[src/rtl/sram_pkg.sv]
// Shared definitions for the external 256Kx16 async SRAM controller and its traffic generator.
package sram_pkg;
  localparam int AW_DEF      = 18;
  localparam int DW_DEF      = 16;
  // 10 ns SRAM at 100 MHz: two cycles of access/strobe margin.
  localparam int RD_WAIT_DEF = 2;
  localparam int WR_WAIT_DEF = 2;

  localparam logic [2:0] ST_IDLE   = 3'd0;
  localparam logic [2:0] ST_RD     = 3'd1;
  localparam logic [2:0] ST_WSETUP = 3'd2;
  localparam logic [2:0] ST_WR     = 3'd3;
  localparam logic [2:0] ST_WHOLD  = 3'd4;

  typedef enum logic [2:0] {
    IDLE   = ST_IDLE,
    RD     = ST_RD,
    WSETUP = ST_WSETUP,
    WR     = ST_WR,
    WHOLD  = ST_WHOLD
  } state_t;

  function automatic int max2(input int a, input int b);
    return (a > b) ? a : b;
  endfunction
endpackage

[src/rtl/sram_ctrl.sv]
// Single-beat valid/ready front end sequencing async SRAM pin cycles; all pins are registered.
module sram_ctrl
  import sram_pkg::*;
#(
  parameter int AW      = AW_DEF,
  parameter int DW      = DW_DEF,
  parameter int RD_WAIT = RD_WAIT_DEF,
  parameter int WR_WAIT = WR_WAIT_DEF
) (
  input  logic          clk,
  input  logic          rst_n,
  input  logic          req_valid,
  output logic          req_ready,
  input  logic          req_we,
  input  logic [AW-1:0] req_addr,
  input  logic [DW-1:0] req_wdata,
  output logic          rsp_valid,
  output logic [DW-1:0] rsp_rdata,
  output logic [AW-1:0] sram_a,
  output logic [DW-1:0] sram_d_o,
  output logic          sram_d_oe,
  input  logic [DW-1:0] sram_d_i,
  output logic          sram_cs,
  output logic          sram_oe,
  output logic          sram_we
);
  localparam int CW = $clog2(max2(RD_WAIT, WR_WAIT) + 1);

  state_t        state, state_d;
  logic [CW-1:0] cnt, cnt_d;
  logic [AW-1:0] a_d;
  logic [DW-1:0] do_d, rdata_d;
  logic          doe_d, cs_d, oe_d, we_d, rvld_d;

  assign req_ready = (state == IDLE);

  always_comb begin
    state_d = state;
    cnt_d   = cnt;
    a_d     = sram_a;
    do_d    = sram_d_o;
    doe_d   = sram_d_oe;
    cs_d    = sram_cs;
    oe_d    = sram_oe;
    we_d    = sram_we;
    rdata_d = rsp_rdata;
    rvld_d  = 1'b0;
    case (state)
      IDLE: if (req_valid) begin
        a_d  = req_addr;
        cs_d = 1'b0;
        if (req_we) begin
          // Data bus stays released for one cycle so a preceding read can turn around.
          state_d = WSETUP;
          do_d    = req_wdata;
          doe_d   = 1'b0;
          oe_d    = 1'b1;
          we_d    = 1'b1;
        end else begin
          state_d = RD;
          oe_d    = 1'b0;
          cnt_d   = CW'(RD_WAIT - 1);
        end
      end
      RD: if (cnt == '0) begin
        state_d = IDLE;
        rdata_d = sram_d_i;
        rvld_d  = 1'b1;
        cs_d    = 1'b1;
        oe_d    = 1'b1;
      end else cnt_d = cnt - CW'(1);
      WSETUP: begin
        state_d = WR;
        we_d    = 1'b0;
        doe_d   = 1'b1;
        cnt_d   = CW'(WR_WAIT - 1);
      end
      WR: if (cnt == '0) begin
        state_d = WHOLD;
        we_d    = 1'b1;
      end else cnt_d = cnt - CW'(1);
      WHOLD: begin
        state_d = IDLE;
        cs_d    = 1'b1;
        doe_d   = 1'b0;
      end
      default: state_d = IDLE;
    endcase
  end

  always_ff @(posedge clk or negedge rst_n) begin
    if (!rst_n) begin
      state     <= IDLE;
      cnt       <= '0;
      sram_a    <= '0;
      sram_d_o  <= '0;
      sram_d_oe <= 1'b0;
      sram_cs   <= 1'b1;
      sram_oe   <= 1'b1;
      sram_we   <= 1'b1;
      rsp_rdata <= '0;
      rsp_valid <= 1'b0;
    end else begin
      state     <= state_d;
      cnt       <= cnt_d;
      sram_a    <= a_d;
      sram_d_o  <= do_d;
      sram_d_oe <= doe_d;
      sram_cs   <= cs_d;
      sram_oe   <= oe_d;
      sram_we   <= we_d;
      rsp_rdata <= rdata_d;
      rsp_valid <= rvld_d;
    end
  end
endmodule

[config.mk]
export PLATFORM = sky130hd
export DESIGN_NAME = sram_ctrl
export DESIGN_NICKNAME = d
export VERILOG_FILES = /design/src/rtl/sram_pkg.sv /design/src/rtl/sram_ctrl.sv
export SDC_FILE = /design/constraint.sdc
export NUM_CORES = 1
export LEC_CHECK = 0
export ABC_CLOCK_PERIOD_IN_PS = 3900
export BUFFER_PORTS_ARGS = -buffer_cell sky130_fd_sc_hd__buf_2
export CAP_MARGIN = 20
export CORE_ASPECT_RATIO = 1.75
export CORE_MARGIN = 1
export CORE_UTILIZATION = 45
export CTS_BUF_LIST = sky130_fd_sc_hd__clkbuf_8
export CTS_CLUSTER_SIZE = 28
export DETAILED_ROUTE_END_ITERATION = 7
export GPL_TIMING_DRIVEN = 0
export PLACE_DENSITY_LB_ADDON = 0.15
export SLEW_MARGIN = 20
export SYNTH_ARGS = -nofsm -noshare
export SYNTH_HDL_FRONTEND = slang
export SYNTH_SLANG_ARGS = --single-unit
[constraint.sdc]
create_clock -name clk -period 3.9 [get_ports clk]
set_clock_uncertainty 0.2 [all_clocks]
set_input_delay 0.39 -clock clk [delete_from_list [all_inputs] [get_ports clk]]
set_output_delay 0.39 -clock clk [all_outputs]
set_load 0.005 [all_outputs]
== Word-level counts from Yosys, hierarchy flattened ==
Index checks and enable logic that the tools add are counted.

* Eq/ne operators: 10
* $add $sub $neg: 1
* Multiplexer cells: 23
* Reduce and logical (&&, ||, !) cells: 17

{| class="wikitable"
|+ Operator list
! kind !! number
|-
| 3-bit AND reduction || 5
|-
| 3-bit one-hot mux with 4 select lines || 1
|-
| 3-bit nonzero test || 4
|-
| 1-bit two-way mux || 10
|-
| 2-bit inequality test (second input constant) || 5
|-
| 3-bit two-way mux || 3
|-
| 1-bit one-hot mux with 3 select lines || 3
|-
| 2-bit two-way mux || 4
|-
| 4-bit AND reduction || 2
|-
| 3-bit by 2-bit equality test with 1-bit output (second input constant) || 2
|-
| 2-bit one-hot mux with 3 select lines || 1
|-
| 2-bit AND reduction || 2
|-
| 3-bit by 1-bit equality test with 1-bit output (second input constant) || 1
|-
| 3-bit equality test (second input constant) || 1
|-
| 3-bit zero test || 1
|-
| 2-bit zero test || 1
|-
| 2-bit by 1-bit inequality test with 1-bit output (second input constant) || 1
|-
| 1-bit one-hot mux with 2 select lines || 1
|-
| 2-bit nonzero test || 1
|-
| 2-bit OR reduction || 1
|-
| 2-bit by 1-bit subtractor with 2-bit output (second input constant) || 1
|}

* Word-level logic and storage cells: 61
* Flip-flop bits (word level): 60
* Output and inout port bits: 56
* Input bits: 54

== Depth between registers and ports, before layout ==
Gate-level depths: netlist of run 1.

* Word-level depth: 4
* Depth in mapped cells: 6
* Depth with buffers taken out: 5

== Least setup slack after synthesis of run 1 ==
No wires, ideal clock.

* Kind: flip-flop to flip-flop
* Start point: register cnt[0]
* End point: register rsp_rdata[10]
* Data arrival time: 1579 ps
* Clock period less this slack: 1904 ps
* Stages on the path, launching flop included: 7
* Setup time: 125 ps
* Data required time: 3575 ps
* Path buffers: 1
* Path slack: 1996 ps
* Cells stage by stage: dfrtp_1 > inv_1 > ha_1 > inv_1 > nor3_4 > buf_4 > mux2_2

* Cells in the longest elaborated chain, start to end: 2

{| class="wikitable"
|+ Ends and longest elaborated chain
! element !! RTL line !! RTL
|-
| start: declaration || sram_ctrl.sv:30 || <nowiki>logic [CW-1:0] cnt, cnt_d;</nowiki>
|-
| start signal: assignment || sram_ctrl.sv:105 || <nowiki>cnt <= cnt_d;</nowiki>
|-
| 2-bit zero test || sram_ctrl.sv:65 || <nowiki>RD: if (cnt == '0) begin</nowiki>
|-
| 2-bit AND reduction (no line) || n/a ||
|-
| end signal: assignment || sram_ctrl.sv:112 || <nowiki>rsp_rdata <= rdata_d;</nowiki>
|-
| end: declaration || sram_ctrl.sv:18 || <nowiki>output logic [DW-1:0] rsp_rdata,</nowiki>
|}

No other way between the ends.
A chain may end at the register's enable or synchronous reset.

== Worst setup path after layout of run 1 ==
* Start point: register cnt[0]
* End point: register rsp_rdata[11]

The elaborated chain is that of the path after synthesis.

==> results of run 1 <==
==> report_power, final <==
group,total [uW],switching [uW],internal (uW)
combinational,1020,412,608
sequential,1100,157,943
clock,515,230,285
total,2630,799,1840
==> what timing repair did <==
item,CTS,global route
hold endpoints to repair,57,0
hold buffers,1,0
gates resized for setup,0,0
==> final cells by class <==
| cell class | count | area [um^2] |
|---|---|---|
| Clock inverter | 5 | 55.1 |
| Buffer | 7 | 57.6 |
| Tap cell | 55 | 68.8 |
| Clock buffer | 9 | 124 |
| Sequential cell | 60 | 1510 |
| Fill cell | 442 | 2010 |
| Inverter | 4 | 15.0 |
| Multi-Input combinational cell | 85 | 857 |
| Timing Repair Buffer | 110 | 558 |
==> worst reg2reg max path, delay by kind of cell, from the launching register on <==
| family | cells | cell delay (ns) |
|---|---|---|
| flops | 1 | 0.36 |
| simple gates | 1 | 0.38 |
| fa+ha+maj | 1 | 0.26 |
| buf+inv | 3 | 0.48 |
| mux | 1 | 0.36 |
==> cell usage in the layout, fill, tap and decap left out, types with 2 or more instances in the layout <==
| master | netlist | routed |
|---|---|---|
| buf_4 | 2 | 3 |
| dfstp_2 | 3 | 3 |
| buf_2 | 0 | 108 |
| clkinvlp_4 | 0 | 2 |
| nand2b_1 | 2 | 2 |
| clkbuf_8 | 0 | 9 |
| mux2_4 | 10 | 10 |
| clkinv_2 | 0 | 2 |
| a2bb2oi_1 | 2 | 2 |
| inv_1 | 4 | 4 |
| nand2_1 | 3 | 3 |
| clkbuf_1 | 3 | 3 |
| mux2_2 | 41 | 41 |
| nor2_1 | 6 | 6 |
| a21oi_1 | 3 | 3 |
| a211oi_1 | 2 | 2 |
| o21ai_0 | 4 | 4 |
| dfrtp_1 | 57 | 57 |
==> sequential cells by signal (all words and copies together) (netlist names) <==
signal,cells
sram_we,1
sram_cs,1
cnt,2
state,3
sram_oe,1
rsp_valid,1
sram_d_oe,1
sram_a,18
rsp_rdata,16
sram_d_o,16
==> per-layer routing <==
| layer | global-route usage | share of wire | vias to the layer above |
|---|---|---|---|
| li1 | - | - | 785 |
| met1 | 0.184 | 0.36 | 824 |
| met2 | 0.329 | 0.55 | 75 |
| met3 | 0.0481 | 0.067 | 8 |
| met4 | 0.124 | 0.022 | 0 |
| met5 | 0 | 0 | - |
==> how the worst min path moves through the flow <==
stage,start,endpoint,slack (ns)
6_report,sram_d_i[4],rsp_rdata[4],0.08
5_1_grt,sram_d_i[5],rsp_rdata[5],0.07
4_1_cts,sram_d_i[4],rsp_rdata[4],0.07
3_5_place_dp,sram_d_o[9],sram_d_o[9],0.29
3_3_place_gp,sram_d_o[3],sram_d_o[3],0.28
2_1_floorplan,rst_n,cnt[0],-0.11
==> cell families (layout without fill, tap and decap cells) <==
logic type                 after synthesis  after routing  share of synthesized area
muxes                                   52             52                      0.255
buffers and inverters                   11            135                     0.0298
DFF                                     60             60                      0.618
AOI/OAI and AO/OA                       14             14                     0.0416
adders and majority gates                1              1                    0.00514
and+or+nand+nor                         18             18                     0.0498
==> stage by stage <==
stage | utilization | std cells | instance area (um^2)
floorplan | - | 156 | 2430
global placement | 0.580 | 320 | 3050
detailed placement | 0.581 | 320 | 3050
CTS | 0.617 | 335 | 3240
global route | 0.617 | 335 | 3240
finish | 0.617 | 335 | 3240
==> flow_summary.yaml, run 1 <==
synth:
  synth_most_common_cell: "dfrtp_1"
  synth_edf_count: 0
  ys_seq_area_frac: 0.618
  async_reset_ff_frac: 1.00
  synth.area.top_cells: "dfrtp_1 59%, mux2_2 19%, mux2_4 6.2%, dfstp_2 3.2%, nor2_1 0.92%"
  synth.avg_cell_area_um2: 15.6
  netlist_instances: 156
  netlist_top_cells_count: "57 x dfrtp_1, 41 x mux2_2, 10 x mux2_4"
  synth.distinct_cells: 28
  ys.flop_type: "dfrtp_1"
  yosys.area.top_type: "dfrtp_1"
  ys_warn_count: 0
  ys_ff_latch: 60
  yosysTopAreaCellShare: 0.586
  synth_nets: 211
  syn-cell-area_um2: 2430
global_routing:
  grt-ovfl-total: 0
  grt_max_degree: 61
  track_usage: 0.186
  grt_pass1_vias: 1761
  antenna_found_initial: 0
  grt_pass1_wl_um: 7820
finish:
  syn_to_final_growth_pct: 33.1
  layout-drive-gt1-share: 0.661
  num-nets-final: 332
  antenna_cells: 0
critical_path:
  critPathLaunchType: "flip-flop"
  worstPathRequired_ns: 3.92
  crit_path_start: "cnt[0]"
  cpMostUsedCell: "inv_1"
  cp_num_buf_inv: 3
  r2r_end: "rsp_rdata[11]"
  path_depth: 6
  cp_slowest_cell: "nor3_4"
  crit_fanout: 10
  reg2reg_from: "cnt[0]"
  crit_family: "buffers and inverters"
  crit_path_end_kind: "flip-flop"
  rrSetupSlack_ns: 1.75
  cp-endpoint: "rsp_rdata[11]"
  r2r_cells: 6
  setup.worst_path.class: "flip-flop to flip-flop"
  cpPeakStageDelay_ns: 0.38
  cp_data_arrival_time_ns: 2.17
  cp_cell_sequence: "inv_1 -> ha_1 -> inv_1 -> nor3_4 -> buf_4 -> mux2_2"
cts:
  numCtsBuffers: 9
  htreeDepth: 3
  cts_tree: "done"
  path_clk_slew_ns: 0.07
  cts_max_path_buffers: 2
  cts_sinks: 60
  post_cts_buffers: 0
  cts_root_buffer: "clkbuf_8"
  clock_latency_ns: 0.33
routing:
  ant_nets: 0
  wl_per_cell_um: 14.6
  via_per_inst: 5.05
  drt_first_pass_iters: 8
  first_iter_violations: 47
  drc: 4
  vias: 1692
  routed_wl_um: 4880
floorplan:
  start_util: 0.463
  rows: 35
  core_area_um2: 5260
  die_area_um2: 5720
  fp.dieH_um: 99.3
  ios: 110
  die_w_um: 57.6
sta:
  rsz0062_at_grt: "no"
  holdWs_ns: 0.0836
  min_period_ns: 2.15
  fmax_ghz: 0.465
  slew_violations: 0
  slew-limit-headroom: 0.512
  worstMarginPinSlew_ns: 0.732
  setup_viol: 0
  period_share: 0.552
  worst_slack_ns: 1.75
  tns_ns: 0
  hold_viol: 0
status:
  status: "complete, but fails checks"
  failed_checks: "design-rule violations"
flow_run:
  cap_viol_max_count: 0
min_path:
  whs_path_depth: 2
  hold_class: "input port to flip-flop"
power:
  p_leak_uw: 0.00162
  p_total_uw: 2630
  vdd_drop_max_v: 0.000375
  power_density_nw_per_um2: 813
placed_design:
  gp_congestion: 0.714
  place_hpwl_um: 3600
  port-buffer-count: 109
  place_ws_ns: 1.73
Power figures use the tool's default switching activity.
==> run 2: changes to the inputs <==
Settings changed: ABC_AREA from default to 1, ABC_CLOCK_PERIOD_IN_PS 3900 to 2100.
Clock period 3.9 ns to 2.1 ns, I/O delays scaled along.
==> flow_summary.yaml, run 2 <==
power:
  p_seq_frac: 0.386
  power_frac_clock: 0.197
  p_int_uw: 3360
  swShare: 0.362
  combPwrFrac: 0.417
  p_leak_uw: 0.00225
  p_sw_uw: 1910
  power_density_nw_per_um2: 1340
  vdd_drop_max_v: 0.000822
floorplan:
  start_util: 0.468
  rows: 35
  die_area_um2: 5820
  core_area_um2: 5300
  die_w_um: 58.1
  fp.dieH_um: 100
  ios: 110
cts:
  cts_max_path_buffers: 2
  path_clk_slew_ns: 0.07
  htreeDepth: 3
  cts_tree: "done"
  cts_sinks: 60
  cts_root_buffer: "clkbuf_8"
  clock_latency_ns: 0.33
  numCtsBuffers: 9
synth:
  yosys.area.top_type: "dfrtp_1"
  async_reset_ff_frac: 1.00
  synth.avg_cell_area_um2: 8.82
  synth.area.top_cells: "dfrtp_1 58%, nand2_1 23%, nand3_1 4.6%, dfstp_2 3.2%, inv_1 1.8%"
  ys_seq_area_frac: 0.607
  synth_most_common_cell: "nand2_1"
  syn-cell-area_um2: 2480
  ys_warn_count: 0
  ys_ff_latch: 60
  netlist_instances: 281
  synth.distinct_cells: 25
  ys.flop_type: "dfrtp_1"
  synth_edf_count: 0
  synth_nets: 336
  netlist_top_cells_count: "152 x nand2_1, 57 x dfrtp_1, 23 x nand3_1"
  yosysTopAreaCellShare: 0.575
global_routing:
  grt-ovfl-total: 0
  grt_pass1_vias: 2353
  grt_max_degree: 61
  met2_usage: 0.421
  grtUsageMet3: 0.0619
  track_usage: 0.245
  grtUsageMet1: 0.279
  grt.busiest_layer: "met2"
  antenna_found_initial: 0
  grt_pass1_wl_um: 10600
critical_path:
  crit_fanout: 6
  crit_path_end_kind: "flip-flop"
  critPathLaunchType: "flip-flop"
  setup.worst_path.class: "flip-flop to flip-flop"
  cp_data_arrival_time_ns: 2.04
  worstPathRequired_ns: 2.16
routing:
  via_per_inst: 4.57
  drc: 0
  wl_per_cell_um: 12.5
  ant_nets: 0
  routed_wl_um: 6770
  vias: 2484
  drt_first_pass_iters: 5
  first_iter_violations: 74
finish:
  largest_reg_flops: 18
  final_cell_mix: "152 x nand2_1, 111 x buf_2, 56 x dlygate4sd3_1"
  final_common_cell: "nand2_1"
  antenna_cells: 0
  stdcell_count: 544
  num-nets-final: 520
  syn_to_final_growth_pct: 59.2
  layout-drive-gt1-share: 0.332
  biggestRegsByFlops: "sram_a x18, rsp_rdata x16, sram_d_o x16"
  top_register: "sram_a"
  postLayoutCoreUtil: 0.745
sta:
  tns_ns: 0
  worst_slack_ns: 0.123
  rsz0062_at_grt: "no"
  worstMarginPinSlew_ns: 0.746
  holdWs_ns: 0.212
  fmax_ghz: 0.506
  setup_viol: 0
  hold_viol: 0
  slew_violations: 0
  period_share: 0.941
  slew-limit-headroom: 0.503
  min_period_ns: 1.98
placed_design:
  dp.cells: 464
  port-buffer-count: 109
  place_hpwl_um: 3880
  gp_congestion: 0.837
  place_ws_ns: 0.432
status:
  status: "completed"
min_path:
  hold_class: "input port to flip-flop"
flow_run:
  cap_viol_max_count: 0
[run 2: what timing repair did]
action,4_1_cts,5_1_grt
buffers inserted,0,8
setup endpoints to repair,0,4
gates resized for setup,0,3
hold buffers,56,0
hold endpoints to repair,107,0
[run 2: logic make-up after synthesis]
logic type | Yosys count | synth area share
buffers and inverters | 23 | 0.0495
adder cells (fa/ha/maj) | 1 | 0.00505
AO/OA/AOI/OAI | 7 | 0.0156
flip-flops | 60 | 0.607
AND/OR/NAND/NOR | 190 | 0.323
[run 2: critical path, stage by stage (launching register included)]
cell and delay [ns]:
dfrtp_2 0.46, nor2_4 0.13, nand2_2 0.10, nor2_8 0.17
buf_4 0.15, nand3_1 0.07, nand2_1 0.08, dlygate4sd3_1 0.54
[run 2: metrics by stage]
| stage | instance area [um^2] | total power, uW |
|---|---|---|
| after floorplan | 2480 | 3160 |
| after detailed placement | 3120 | 3990 |
| after global placement | 3120 | 3930 |
| after global routing | 3950 | 5710 |
| final | 3950 | 5270 |
| after CTS | 3880 | 5180 |
[run 2: area by class of cell]
class	count	area [um^2]
multi-input cells	198	851
clock buffers	11	151
repair buffers	173	1170
inverters	14	55.1
well taps	74	92.6
plain buffers	9	67.6
clock inverters	5	51.3
flip-flops and latches	60	1510
fillers	379	1350
[run 2: path summary, 6_finish.rpt]
path	endpoint	slack [ns]	startpoint	depth (start not counted)
worst min register to register	sram_we	0.27	sram_we	2
worst min-delay path	sram_cs	0.21	req_valid	6
worst max register to register	sram_d_o[1]	0.12	state[1]	7
worst max-delay path	sram_d_o[1]	0.12	state[1]	7
max in group asynchronous	state[1]	0.87	rst_n	2
min in group asynchronous	sram_a[12]	0.28	rst_n	2
[run 2: layer usage]
layer,up-vias,share of wire
li1,1242,-
met1,1140,0.40
met2,94,0.52
met3,8,0.059
met4,0,0.017
met5,-,0
[run 2: power groups by stage]
stage / Sequential (uW) / Combinational (uW) / Clock, uW
after floorplan: 2080 / 1080 / 0
after global placement: 2010 / 1920 / 0
after detailed placement: 2030 / 1960 / 0
after CTS: 2020 / 2090 / 1070
after global routing: 2090 / 2500 / 1120
final: 2030 / 2200 / 1040
==> run 3: changes to the inputs <==
Settings changed: ABC_AREA 1 to default.
==> flow_summary.yaml, run 3 (same netlist as run 1, synthesis figures left out) <==
power:
  combPwrFrac: 0.399
  power_density_nw_per_um2: 1340
  power_frac_clock: 0.191
  swShare: 0.308
  p_sw_uw: 1550
  p_leak_uw: 0.00184
  p_int_uw: 3480
  vdd_drop_max_v: 0.000735
  p_total_uw: 5030
  p_seq_frac: 0.409
placed_design:
  gp_congestion: 0.714
  port-buffer-count: 109
  place_hpwl_um: 3600
cts:
  cts_max_path_buffers: 2
  cts_root_buffer: "clkbuf_8"
  numCtsBuffers: 9
  cts_resized: 0
  cts_tree: "done"
  clock_latency_ns: 0.33
  path_clk_slew_ns: 0.07
  cts_sinks: 60
  htreeDepth: 3
global_routing:
  grt_max_degree: 61
  grt.busiest_layer: "met2"
  grt_pass1_wl_um: 8800
  grt_pass1_vias: 1956
  met2_usage: 0.377
  grtUsageMet3: 0.0442
  grtUsageMet1: 0.214
  track_usage: 0.209
  grt-ovfl-total: 0
  antenna_found_initial: 0
critical_path:
  crit_fanout: 10
  setup.worst_path.class: "flip-flop to flip-flop"
  cp_slowest_cell: "dfrtp_1"
  rrSetupSlack_ns: 0.22
  r2r_end: "rsp_rdata[11]"
  r2r_cells: 6
  crit_path_end_kind: "flip-flop"
  cpPeakStageDelay_ns: 0.36
  worstPathRequired_ns: 2.12
  cp_data_arrival_time_ns: 1.90
  reg2reg_from: "cnt[0]"
  cpMostUsedCell: "inv_1"
  critPathLaunchType: "flip-flop"
  cp_cell_sequence: "inv_1 -> ha_1 -> inv_1 -> nor3_4 -> buf_4 -> mux2_2"
finish:
  biggestRegsByFlops: "sram_a x18, rsp_rdata x16, sram_d_o x16"
  syn_to_final_growth_pct: 54.0
  fillers: 360
  antenna_cells: 0
  final_cell_mix: "108 x buf_2, 57 x dfrtp_1, 51 x dlygate4sd3_1"
  layout-drive-gt1-share: 0.562
  largest_reg_flops: 18
  num-nets-final: 383
  postLayoutCoreUtil: 0.713
  top_register: "sram_a"
  final_common_cell: "buf_2"
floorplan:
  die_area_um2: 5720
  ios: 110
  die_w_um: 57.6
  start_util: 0.463
  fp.dieH_um: 99.3
  core_area_um2: 5260
  rows: 35
routing:
  via_per_inst: 4.95
  vias: 1909
  drt_first_pass_iters: 7
  ant_nets: 0
  routed_wl_um: 5680
  wl_per_cell_um: 14.7
  drc: 5
  first_iter_violations: 54
sta:
  worstMarginPinSlew_ns: 0.743
  slew_violations: 0
  hold_viol: 0
  period_share: 0.897
  setup_viol: 0
  rsz0062_at_grt: "no"
  fmax_ghz: 0.531
  slew-limit-headroom: 0.505
  min_period_ns: 1.88
min_path:
  whs_endpoint: "sram_cs"
  hold_class: "input port to flip-flop"
  min_from: "req_valid"
  whs_path_depth: 4
status:
  status: "complete, but fails checks"
  failed_checks: "design-rule violations"
flow_run:
  cap_viol_max_count: 0
## run 3: worst max-delay path by stage
stage,slack [ns],startpoint,cells past startpoint,endpoint
after floorplan,0.20,cnt[0],6,rsp_rdata[10]
after global placement,-0.03,cnt[0],6,rsp_rdata[14]
after detailed placement,-0.07,cnt[0],6,rsp_rdata[11]
after CTS,0.19,cnt[0],6,rsp_rdata[11]
after global routing,0.07,cnt[0],6,rsp_rdata[9]
final,0.22,cnt[0],6,rsp_rdata[11]
## run 3: final cells by class
| type | instances | area (um^2) | area share |
|---|---|---|---|
| clock inverter | 5 | 55.1 | 0.0147 |
| timing repair buffer | 161 | 1070 | 0.284 |
| inverter | 4 | 15.0 | 0.00401 |
| buffer | 7 | 57.6 | 0.0154 |
| clock buffer | 9 | 124 | 0.0330 |
| multi-input combinational | 85 | 857 | 0.229 |
| tap | 55 | 68.8 | 0.0184 |
| sequential | 60 | 1510 | 0.402 |
## run 3: per-stage QoR
| stage | setup WS (ns) | instances | area (um^2) | hold slack, ns | setup TNS, ns |
|---|---|---|---|---|---|
| 3_5_place_dp | -0.0700 | 320 | 3050 | 0.128 | -0.512 |
| 6_report | 0.215 | 386 | 3750 | 0.0514 | 0 |
| 5_1_grt | 0.0736 | 386 | 3750 | 0.0760 | 0 |
| 3_3_place_gp | -0.0257 | 320 | 3050 | 0.241 | -0.216 |
| 2_1_floorplan | 0.196 | 156 | 2430 | -0.286 | 0 |
| 4_1_cts | 0.194 | 386 | 3750 | 0.0352 | 0 |
## run 3: power groups by stage
stage	logic, uW	registers, uW	clock network [uW]
after CTS	2020	2050	986
after global routing	2200	2120	1040
after detailed placement	1920	2060	0
final	2010	2060	963
after floorplan	1080	2100	0
after global placement	1890	2040	0
## run 3: critical path, delay by kind of cell (launching register included)
kind / cells / cell delay (ns)
flops: 1 / 0.36
buf+inv: 3 / 0.43
fa+ha+maj: 1 / 0.26
simple gates: 1 / 0.16
mux: 1 / 0.36
## run 3: routing by layer
layer / vias up / routed length [um] / part of all wire
li1: 894 / - / -
met1: 935 / 2060 / 0.36
met2: 72 / 3210 / 0.57
met3: 8 / 293 / 0.052
met4: 0 / 109 / 0.019
met5: - / 0 / 0
## run 3: timing repair
item | 4_1_cts | 5_1_grt
hold buffers | 51 | 0
setup endpoints to repair | 9 | 0
hold endpoints to repair | 107 | 0
buffers inserted | 1 | 0
